File: config.mk
export PLATFORM = sky130hd
export DESIGN_NAME = led_matrix_scan_driver
export DESIGN_NICKNAME = d
export VERILOG_FILES = /design/src/rtl/panel_pkg.sv /design/src/rtl/scan_row_timer.sv /design/src/rtl/led_matrix_scan_driver.sv
export SDC_FILE = /design/constraint.sdc
export NUM_CORES = 1
export LEC_CHECK = 0
export BUFFER_PORTS_ARGS = -buffer_cell sky130_fd_sc_hd__buf_2
export CAP_MARGIN = 10
export CORE_MARGIN = 2
export CORE_UTILIZATION = 51
export DETAILED_ROUTE_END_ITERATION = 16
export HOLD_SLACK_MARGIN = 0.06
export PLACE_DENSITY = 0.75
export SYNTH_ARGS = -nofsm -noshare
export SYNTH_HDL_FRONTEND = slang
export SYNTH_SLANG_ARGS = --single-unit
File: constraint.sdc
create_clock -name clk -period 2.51 [get_ports clk]
set_clock_uncertainty 0.2 [all_clocks]
set_input_delay 0.502 -clock clk [delete_from_list [all_inputs] [get_ports clk]]
set_output_delay 0.502 -clock clk [all_outputs]
set_load 0.05 [all_outputs]
File: src/rtl/panel_pkg.sv
// Shared definitions for the LED panel row-scan driver.
// Latency: n/a (types, constants and helper functions only).
// Backpressure: n/a.
//
// Contents: default panel geometry, scan state enum, pixel bit-index helper,
// column-off drive level helper.
package panel_pkg;

    localparam int DEF_N_ROWS = 5;
    localparam int DEF_N_COLS = 7;

    typedef enum logic [1:0] {
        ST_IDLE  = 2'd0,
        ST_BLANK = 2'd1,
        ST_DRIVE = 2'd2
    } scan_state_t;

    // Flat bitmap index of row r, column c.
    function automatic int pix_idx(input int r, input int c, input int n_cols);
        return r * n_cols + c;
    endfunction

    // Level driven on an unlit column for the given polarity.
    function automatic logic col_off_level(input bit active_low);
        return active_low ? 1'b1 : 1'b0;
    endfunction

endpackage

File: src/rtl/scan_row_timer.sv
// Phase timer and row counter for the scan driver.
// Latency: end_of_phase/last_row are combinational from the registered counters.
// Backpressure: none; counters clear whenever scanning stops.
//
// Ports: clk, reset (sync, active-high), enable, state (current scan state),
//        row_idx (registered row), row_next (row after this edge),
//        end_of_phase (last cycle of BLANK/DRIVE), last_row (row_idx = N_ROWS-1).
module scan_row_timer
    import panel_pkg::*;
#(
    parameter int N_ROWS       = DEF_N_ROWS,
    parameter int DWELL_CYCLES = 1000,
    parameter int BLANK_CYCLES = 16,
    localparam int RW = $clog2(N_ROWS),
    localparam int TW = $clog2(((DWELL_CYCLES > BLANK_CYCLES) ? DWELL_CYCLES : BLANK_CYCLES) + 1)
) (
    input  logic          clk,
    input  logic          reset,
    input  logic          enable,
    input  scan_state_t   state,
    output logic [RW-1:0] row_idx,
    output logic [RW-1:0] row_next,
    output logic          end_of_phase,
    output logic          last_row
);

    // With no blank phase the BLANK state is never entered, so its
    // terminal count is a don't-care; clamp it to keep it non-negative.
    localparam logic [TW-1:0] DWELL_LAST = TW'(DWELL_CYCLES - 1);
    localparam logic [TW-1:0] BLANK_LAST = TW'((BLANK_CYCLES > 0) ? BLANK_CYCLES - 1 : 0);
    localparam logic [RW-1:0] ROW_LAST   = RW'(N_ROWS - 1);

    logic [TW-1:0] timer;
    logic [TW-1:0] timer_nxt;

    assign last_row     = (row_idx == ROW_LAST);
    assign end_of_phase = ((state == ST_BLANK) && (timer == BLANK_LAST)) ||
                          ((state == ST_DRIVE) && (timer == DWELL_LAST));

    always_comb begin
        row_next  = row_idx;
        timer_nxt = timer + TW'(1);
        if (!enable || (state == ST_IDLE)) begin
            row_next  = '0;
            timer_nxt = '0;
        end else if (end_of_phase) begin
            timer_nxt = '0;
            if (state == ST_DRIVE) begin
                row_next = last_row ? '0 : row_idx + RW'(1);
            end
        end
    end

    always_ff @(posedge clk) begin
        if (reset) begin
            row_idx <= '0;
            timer   <= '0;
        end else begin
            row_idx <= row_next;
            timer   <= timer_nxt;
        end
    end

endmodule

File: src/rtl/led_matrix_scan_driver.sv
// Row-scan LED matrix driver with double-buffered, tear-free frame update.
// Latency: outputs registered; they reflect the scan state entered at the same edge.
// Backpressure: none; load always accepted, last load before a frame boundary wins.
//
// Ports: clk, reset (sync, active-high), enable (0 = panel dark),
//        load/pixel_in (capture bitmap into shadow, bit r*N_COLS+c),
//        row_sel (one-hot row drive), col_out (column drive, polarity per
//        COL_ACTIVE_LOW), pending (shadow not yet shown), frame_done (pulse).
module led_matrix_scan_driver
    import panel_pkg::*;
#(
    parameter int N_ROWS         = DEF_N_ROWS,
    parameter int N_COLS         = DEF_N_COLS,
    parameter int DWELL_CYCLES   = 1000,
    parameter int BLANK_CYCLES   = 16,
    parameter bit COL_ACTIVE_LOW = 1'b1
) (
    input  logic                     clk,
    input  logic                     reset,
    input  logic                     enable,
    input  logic                     load,
    input  logic [N_ROWS*N_COLS-1:0] pixel_in,
    output logic [N_ROWS-1:0]        row_sel,
    output logic [N_COLS-1:0]        col_out,
    output logic                     pending,
    output logic                     frame_done
);

    localparam int RW = $clog2(N_ROWS);
    localparam int NP = N_ROWS * N_COLS;
    localparam logic [N_COLS-1:0] COL_OFF = {N_COLS{col_off_level(COL_ACTIVE_LOW)}};
    // First state after leaving IDLE or finishing a row.
    localparam scan_state_t ST_ROW_START = (BLANK_CYCLES > 0) ? ST_BLANK : ST_DRIVE;

    scan_state_t   state;
    scan_state_t   state_nxt;
    logic [RW-1:0] row_idx;
    logic [RW-1:0] row_next;
    logic          end_of_phase;
    logic          last_row;

    logic [NP-1:0]     active;
    logic [NP-1:0]     shadow;
    logic [NP-1:0]     active_nxt;
    logic              swap;
    logic              frame_end;
    logic [N_COLS-1:0] lit;
    logic [N_COLS-1:0] col_nxt;
    logic [N_ROWS-1:0] row_sel_nxt;

    scan_row_timer #(
        .N_ROWS       (N_ROWS),
        .DWELL_CYCLES (DWELL_CYCLES),
        .BLANK_CYCLES (BLANK_CYCLES)
    ) u_timer (
        .clk          (clk),
        .reset        (reset),
        .enable       (enable),
        .state        (state),
        .row_idx      (row_idx),
        .row_next     (row_next),
        .end_of_phase (end_of_phase),
        .last_row     (last_row)
    );

    always_comb begin
        state_nxt = state;
        case (state)
            ST_IDLE:  if (enable) state_nxt = ST_ROW_START;
            ST_BLANK: if (!enable) state_nxt = ST_IDLE;
                      else if (end_of_phase) state_nxt = ST_DRIVE;
            ST_DRIVE: if (!enable) state_nxt = ST_IDLE;
                      else if (end_of_phase) state_nxt = ST_ROW_START;
            default:  state_nxt = ST_IDLE;
        endcase
    end

    // Frame boundaries are the only points where active may change: leaving
    // IDLE, or completing the last row while still enabled.
    assign frame_end  = enable && (state == ST_DRIVE) && end_of_phase && last_row;
    assign swap       = pending && (frame_end || (enable && (state == ST_IDLE)));
    assign active_nxt = swap ? shadow : active;

    // Outputs are built from next-cycle state so the registered drive lines
    // up with the state register rather than lagging it by a cycle.
    always_comb begin
        lit = '0;
        for (int r = 0; r < N_ROWS; r++) begin
            if (row_next == RW'(r)) lit = active_nxt[pix_idx(r, 0, N_COLS) +: N_COLS];
        end
        row_sel_nxt = '0;
        col_nxt     = COL_OFF;
        if (state_nxt == ST_DRIVE) begin
            row_sel_nxt = N_ROWS'(1) << row_next;
            col_nxt     = COL_ACTIVE_LOW ? ~lit : lit;
        end
    end

    always_ff @(posedge clk) begin
        if (reset) begin
            state      <= ST_IDLE;
            active     <= '0;
            shadow     <= '0;
            pending    <= 1'b0;
            frame_done <= 1'b0;
            row_sel    <= '0;
            col_out    <= COL_OFF;
        end else begin
            state      <= state_nxt;
            active     <= active_nxt;
            frame_done <= frame_end;
            row_sel    <= row_sel_nxt;
            col_out    <= col_nxt;
            // A load coinciding with a swap lands in shadow after the old
            // contents were handed to active, so pending stays set.
            if (load) begin
                shadow  <= pixel_in;
                pending <= 1'b1;
            end else if (swap) begin
                pending <= 1'b0;
            end
        end
    end

endmodule

* After elaboration in Yosys (flattened, before gate mapping)
Cells that the tools add are included.
Operators by class: bitwise gates (word level) 2, shift operators 1, eq/ne operators 10, add/subtract/negate cells 2, mux-type cells 18, reduce and logical (&&, ||, !) cells 16
Operators with widths (count):
- two-way mux 35 bit | 1
- two-way mux 7 bit | 5
- two-way mux 3 bit | 4
- adder 10 x 1 -> 10 bit, second input constant | 1
- == test 10 bit, second input constant | 1
- == test 10 x 4 -> 1 bit, second input constant | 1
- two-way mux 2 bit | 5
- logical AND 1 bit | 7
- inverter 7 bit | 1
- == test 3 x 2 -> 1 bit, second input constant | 2
- == test 3 bit, second input constant | 2
- one-hot mux 2 bit (3 select lines) | 1
- << shifter 1 x 3 -> 5 bit, first input constant | 1
- == test 2 bit, second input constant | 2
- adder 3 x 1 -> 3 bit, second input constant | 1
- == test 3 x 1 -> 1 bit, second input constant | 1
- logical NOT 3 bit | 1
- logical OR 1 bit | 3
- OR reduction 3 bit | 1
- == test 2 x 1 -> 1 bit, second input constant | 1
- logical NOT 2 bit | 1
- two-way mux 1 bit | 2
- nonzero test 2 bit | 1
- OR reduction 2 bit | 1
- 2 further kinds | 2
Word-level totals: output and inout port bits 14, register bits after elaboration 99, logic and storage cells 58, bits of input ports 39

* Logic depth before layout (Yosys ltp)
depth after elaboration 14, mapped depth 10, mapped depth without buffers 8

* Cells and area by module
A second synthesis with hierarchy kept.
Unflattened totals: cells, all modules 441, area, all modules 4144.0 um2
By module, submodules not included:
- led_matrix_scan_driver | area each 3482.1 um2, cells an instance 365, sequential area each 1721.7 um2, times used 1
- scan_row_timer | area each 661.9 um2, cells an instance 76, sequential area each 260.2 um2, times used 1

* Worst setup path after synthesis
Ideal clock, no wire load.
path type flip-flop to flip-flop, from reg u_timer.timer[0], to reg col_out[0], period minus slack after synthesis 2.718 ns, slack -0.208 ns, data required time 2.176 ns, arrival time 2.385 ns, stages on the path, launching flop included 9, setup time 0.134 ns, path buffers 1, path through dfxtp_1 -> ha_1 -> nand4_1 -> nor4_4 -> mux2_2 -> or3_1 -> buf_2 -> o32ai_1 -> a22oi_1
Between the ends: cells in the longest elaborated chain, start to end 14, elaborated cells between the ends (all ways) 31, those cells by class eq/ne (7); mux (13); bitwise (2); reduce/logical (9)
RTL lines:
- from (decl) | line scan_row_timer.sv:33 | logic [TW-1:0] timer;
- from (signal assigned) | line scan_row_timer.sv:60 | timer <= timer_nxt;
- == test 10 x 4 -> 1 bit or == test 10 bit (tied branches) | line scan_row_timer.sv:37, scan_row_timer.sv:38
- logical AND 1 bit, on equally long branches | line scan_row_timer.sv:37, scan_row_timer.sv:38
- logical OR 1 bit (*) | line scan_row_timer.sv:37 | assign end_of_phase = ((state == ST_BLANK) && (timer == BLANK_LAST)) ||
- logical AND 1 bit (2 in a row) | line led_matrix_scan_driver.sv:80 | assign frame_end = enable && (state == ST_DRIVE) && end_of_phase && last_row;
- logical OR 1 bit | line led_matrix_scan_driver.sv:81 | assign swap = pending && (frame_end || (enable && (state == ST_IDLE)));
- logical AND 1 bit | line led_matrix_scan_driver.sv:81
- two-way mux 35 bit | line led_matrix_scan_driver.sv:82 | assign active_nxt = swap ? shadow : active;
- two-way mux 7 bit (5 in a row) | line led_matrix_scan_driver.sv:89 | if (row_next == RW'(r)) lit = active_nxt[pix_idx(r, 0, N_COLS) +: N_COLS];
- inverter 7 bit | line led_matrix_scan_driver.sv:95 | col_nxt = COL_ACTIVE_LOW ? ~lit : lit;
- to (signal assigned) | line led_matrix_scan_driver.sv:113 | col_out <= col_nxt;
- to (decl) | line led_matrix_scan_driver.sv:24 | output logic [N_COLS-1:0] col_out,
Every way passes the cells marked *; elsewhere a longest branch is shown, timed or not. A chain may end at the register's enable or synchronous reset.

* Worst setup path after layout
from reg u_timer.timer[4], to reg col_out[6]
Same word-level chain as after synthesis.

==> impl_metrics.yaml <==
run_status:
  status: "complete, but fails checks"
  violations: "negative setup slack"
grt:
  overflow: 0
  gr-usage-all-layers_pct: 21.3
  antenna_found_initial: 0
  grt_pass1_vias: 3052
  grt_pass1_wl_um: 14600
  grt_max_degree: 76
route:
  viasPerCell: 5.55
  drtAntennaViolNets: 0
  totalWireLength_um: 9220
  drt_pass1_iterations: 5
  drtIter0Drc: 148
  wl_per_cell_um: 15.4
  drc: 0
  num_vias: 3312
sta:
  min_period_ps: 2630
  fin_crit_sh_pct: 105
  relSlewSlack_pct: 50.8
  max_freq_mhz: 381
  final_max_slew_viol_count: 0
  rsz0062_at_grt: "yes"
  fin_ws_ps: -116
  worst_pin_slew_ps: 739
  final-hold-violation-count: 0
  holdWs_ps: 156
  setup_viol: 7
layout:
  layout.cells.non_filler: 597
  diodes: 0
  post-route-util_pct: 66.9
  syn_to_final_growth_pct: 27.5
  finish.net_count: 532
  drive_gt1_share_pct: 32.3
logic_synthesis:
  avgSynthCellArea_um2: 9.73
  synth_flop_cell: "dfxtp_1"
  async_reset_ff_share_pct: 0
  synth_top_area_share_pct: 49.1
  yosysSeqAreaShare_pct: 49.1
  synth_edf_count: 0
  synth_most_common_cell: "dfxtp_1"
  synth_nets: 457
  synth_top_area_cell: "dfxtp_1"
  syn_inst: 415
  synth_warnings: 0
  netlist_area_um2: 4040
  yosys-top-cells-count: "dfxtp_1 (99), nor2_1 (88), mux2i_1 (63), clkbuf_1 (17), a21oi_1 (14)"
  synth-seq-cells: 99
  synthDistinctLibCells: 48
  synth_area_leaders: "dfxtp_1 (49%), mux2i_1 (16%), nor2_1 (8.2%)"
floorplanning:
  start_util_pct: 52.5
  die_w_um: 93.0
  fp-row-count: 32
  die-area_um2: 8640
  die_h_um: 93.0
  io_pins: 53
  core_area_um2: 7690
critical_path:
  crit_required_ps: 2600
  crit_fanout: 11
  endpoint_kind: "flip-flop"
  crit_buf_inv: 1
  rr_startpoint: "u_timer.timer[4]"
  worstPathArrival_ps: 2710
  r2r_end: "col_out[6]"
  cp-start-kind: "flip-flop"
  reg2reg_slack_ps: -120
  crit_slowest_cell: "o41a_1"
  path_cells: "or3b_4 -> o41a_1 -> or2_4 -> buf_12 -> mux2i_2 -> o31ai_4 -> a22oi_1"
  path_delay_family: "compound AO/OA/AOI/OAI gates"
  criticalPathCategory: "flip-flop to flip-flop"
  worstRegToRegCells: 7
  slowest_delay_ps: 450
placed_design:
  portBuffers: 52
  placedCellCount: 576
  gp_congestion: 0.847
  hpwl_um: 6090
  pre_cts_ws_ps: -211
clock_network:
  clk_latency_ps: 370
  ctsLongestPathBuffers: 2
  cts_tree: "yes"
  htree_num_levels: 3
  cts-root-buf: "clkbuf_8"
  clock-sinks: 99
  clk_pin_slew_ps: 100
  cts_buffers: 9
  hold_buffers: 0
hold_path:
  hold_end: "shadow[17]"
  min_delay_path_depth: 3
  worstHoldStart: "pixel_in[17]"
  hold_class: "input port to flip-flop"
run:
  maxCapViolCount: 0
pwr:
  leakagePower_nw: 2.19
  power_density_nw_per_um2: 545
  vdd_ir_drop_max_uv: 321
==> state kept, by name, indices dropped and copies added (netlist names) <==
register / cells
pending: 1
u_timer.timer: 10
state: 2
u_timer.row_idx: 3
shadow: 35
active: 35
frame_done: 1
row_sel: 5
col_out: 7
==> layer usage <==
layer  track usage, %  vias up  share of wire (%)
li1                 -     1639                  -
met1             27.6     1579                 45
met2             35.3       84                 49
met3             5.88       10                5.0
met4             5.27        0                1.2
met5                0        -                  0
==> cell usage in the layout (no fill, tap or decap), types with 3 or more instances in the layout <==
cell type / count
a211oi_1: 4
o21ai_0: 5
nand2_1: 9
a22oi_1: 8
nand3_1: 4
and3_1: 6
clkbuf_8: 9
buf_12: 4
nor2_1: 88
a31oi_1: 7
mux2i_4: 3
nor3b_1: 8
mux2i_1: 50
xnor2_1: 7
buf_4: 31
dfxtp_1: 95
dfxtp_2: 4
o32ai_2: 11
a21oi_1: 14
mux2i_2: 11
o21a_1: 3
inv_1: 4
inv_6: 3
nor3_1: 6
a211oi_2: 3
buf_2: 52
==> final cells by class <==
type	instances	area (um2)
Clock buffer	9	124
Clock inverter	7	57.6
Fill cell	599	2540
Inverter	5	20.0
Multi-Input combinational cell	286	2220
Sequential cell	99	1990
Tap cell	102	128
Timing Repair Buffer	89	612
==> power by group <==
part           total (mW)  switching [mW]  internal [mW]
sequential           1.64          0.0272           1.61
clock               0.954           0.578          0.376
combinational       0.211           0.109          0.102
total                2.81           0.714           2.09
==> cells by family after synthesis <==
logic type	count (synthesis)	synth area share, %
and+or+nand+nor	139	16.1
DFF	99	49.1
xor gates and xnor gates	9	1.95
AOI/OAI and AO/OA	69	12.2
adders and majority gates	3	0.930
buffers and inverters	30	3.04
muxes	66	16.7
==> how the worst max path moves through the flow <==
stage	endpoint	startpoint	cells past startpoint
2_1_floorplan	col_out[0]	u_timer.timer[4]	7
5_1_grt	col_out[6]	u_timer.timer[0]	10
4_1_cts	col_out[1]	u_timer.timer[4]	6
3_3_place_gp	col_out[6]	u_timer.timer[0]	8
6_report	col_out[6]	u_timer.timer[4]	7
3_5_place_dp	col_out[1]	u_timer.timer[0]	8
==> through the flow <==
| step | total power, mW | TNS, ps | cell area, um2 |
|---|---|---|---|
| after floorplan | 1.80 | -799 | 4100 |
| after global placement | 1.86 | -1040 | 4650 |
| after detailed placement | 1.87 | -1600 | 4650 |
| after CTS | 2.82 | -253 | 4980 |
| after global routing | 2.92 | -1230 | 5150 |
| final | 2.81 | -427 | 5150 |
==> worst reg2reg max path, cell delays in order (launching register included) <==
cell,delay [ps]
dfxtp_2,330
or3b_4,420
o41a_1,450
or2_4,320
buf_12,170
mux2i_2,320
o31ai_4,110
a22oi_1,220
==> what timing repair did <==
action                     4_1_cts  5_1_grt
gates cloned                     1        0
setup endpoints to repair       11       15
setup buffers                    3        1
pin swaps                        7       16
gates resized for setup         20       34
(Power assumes the default switching activity.)
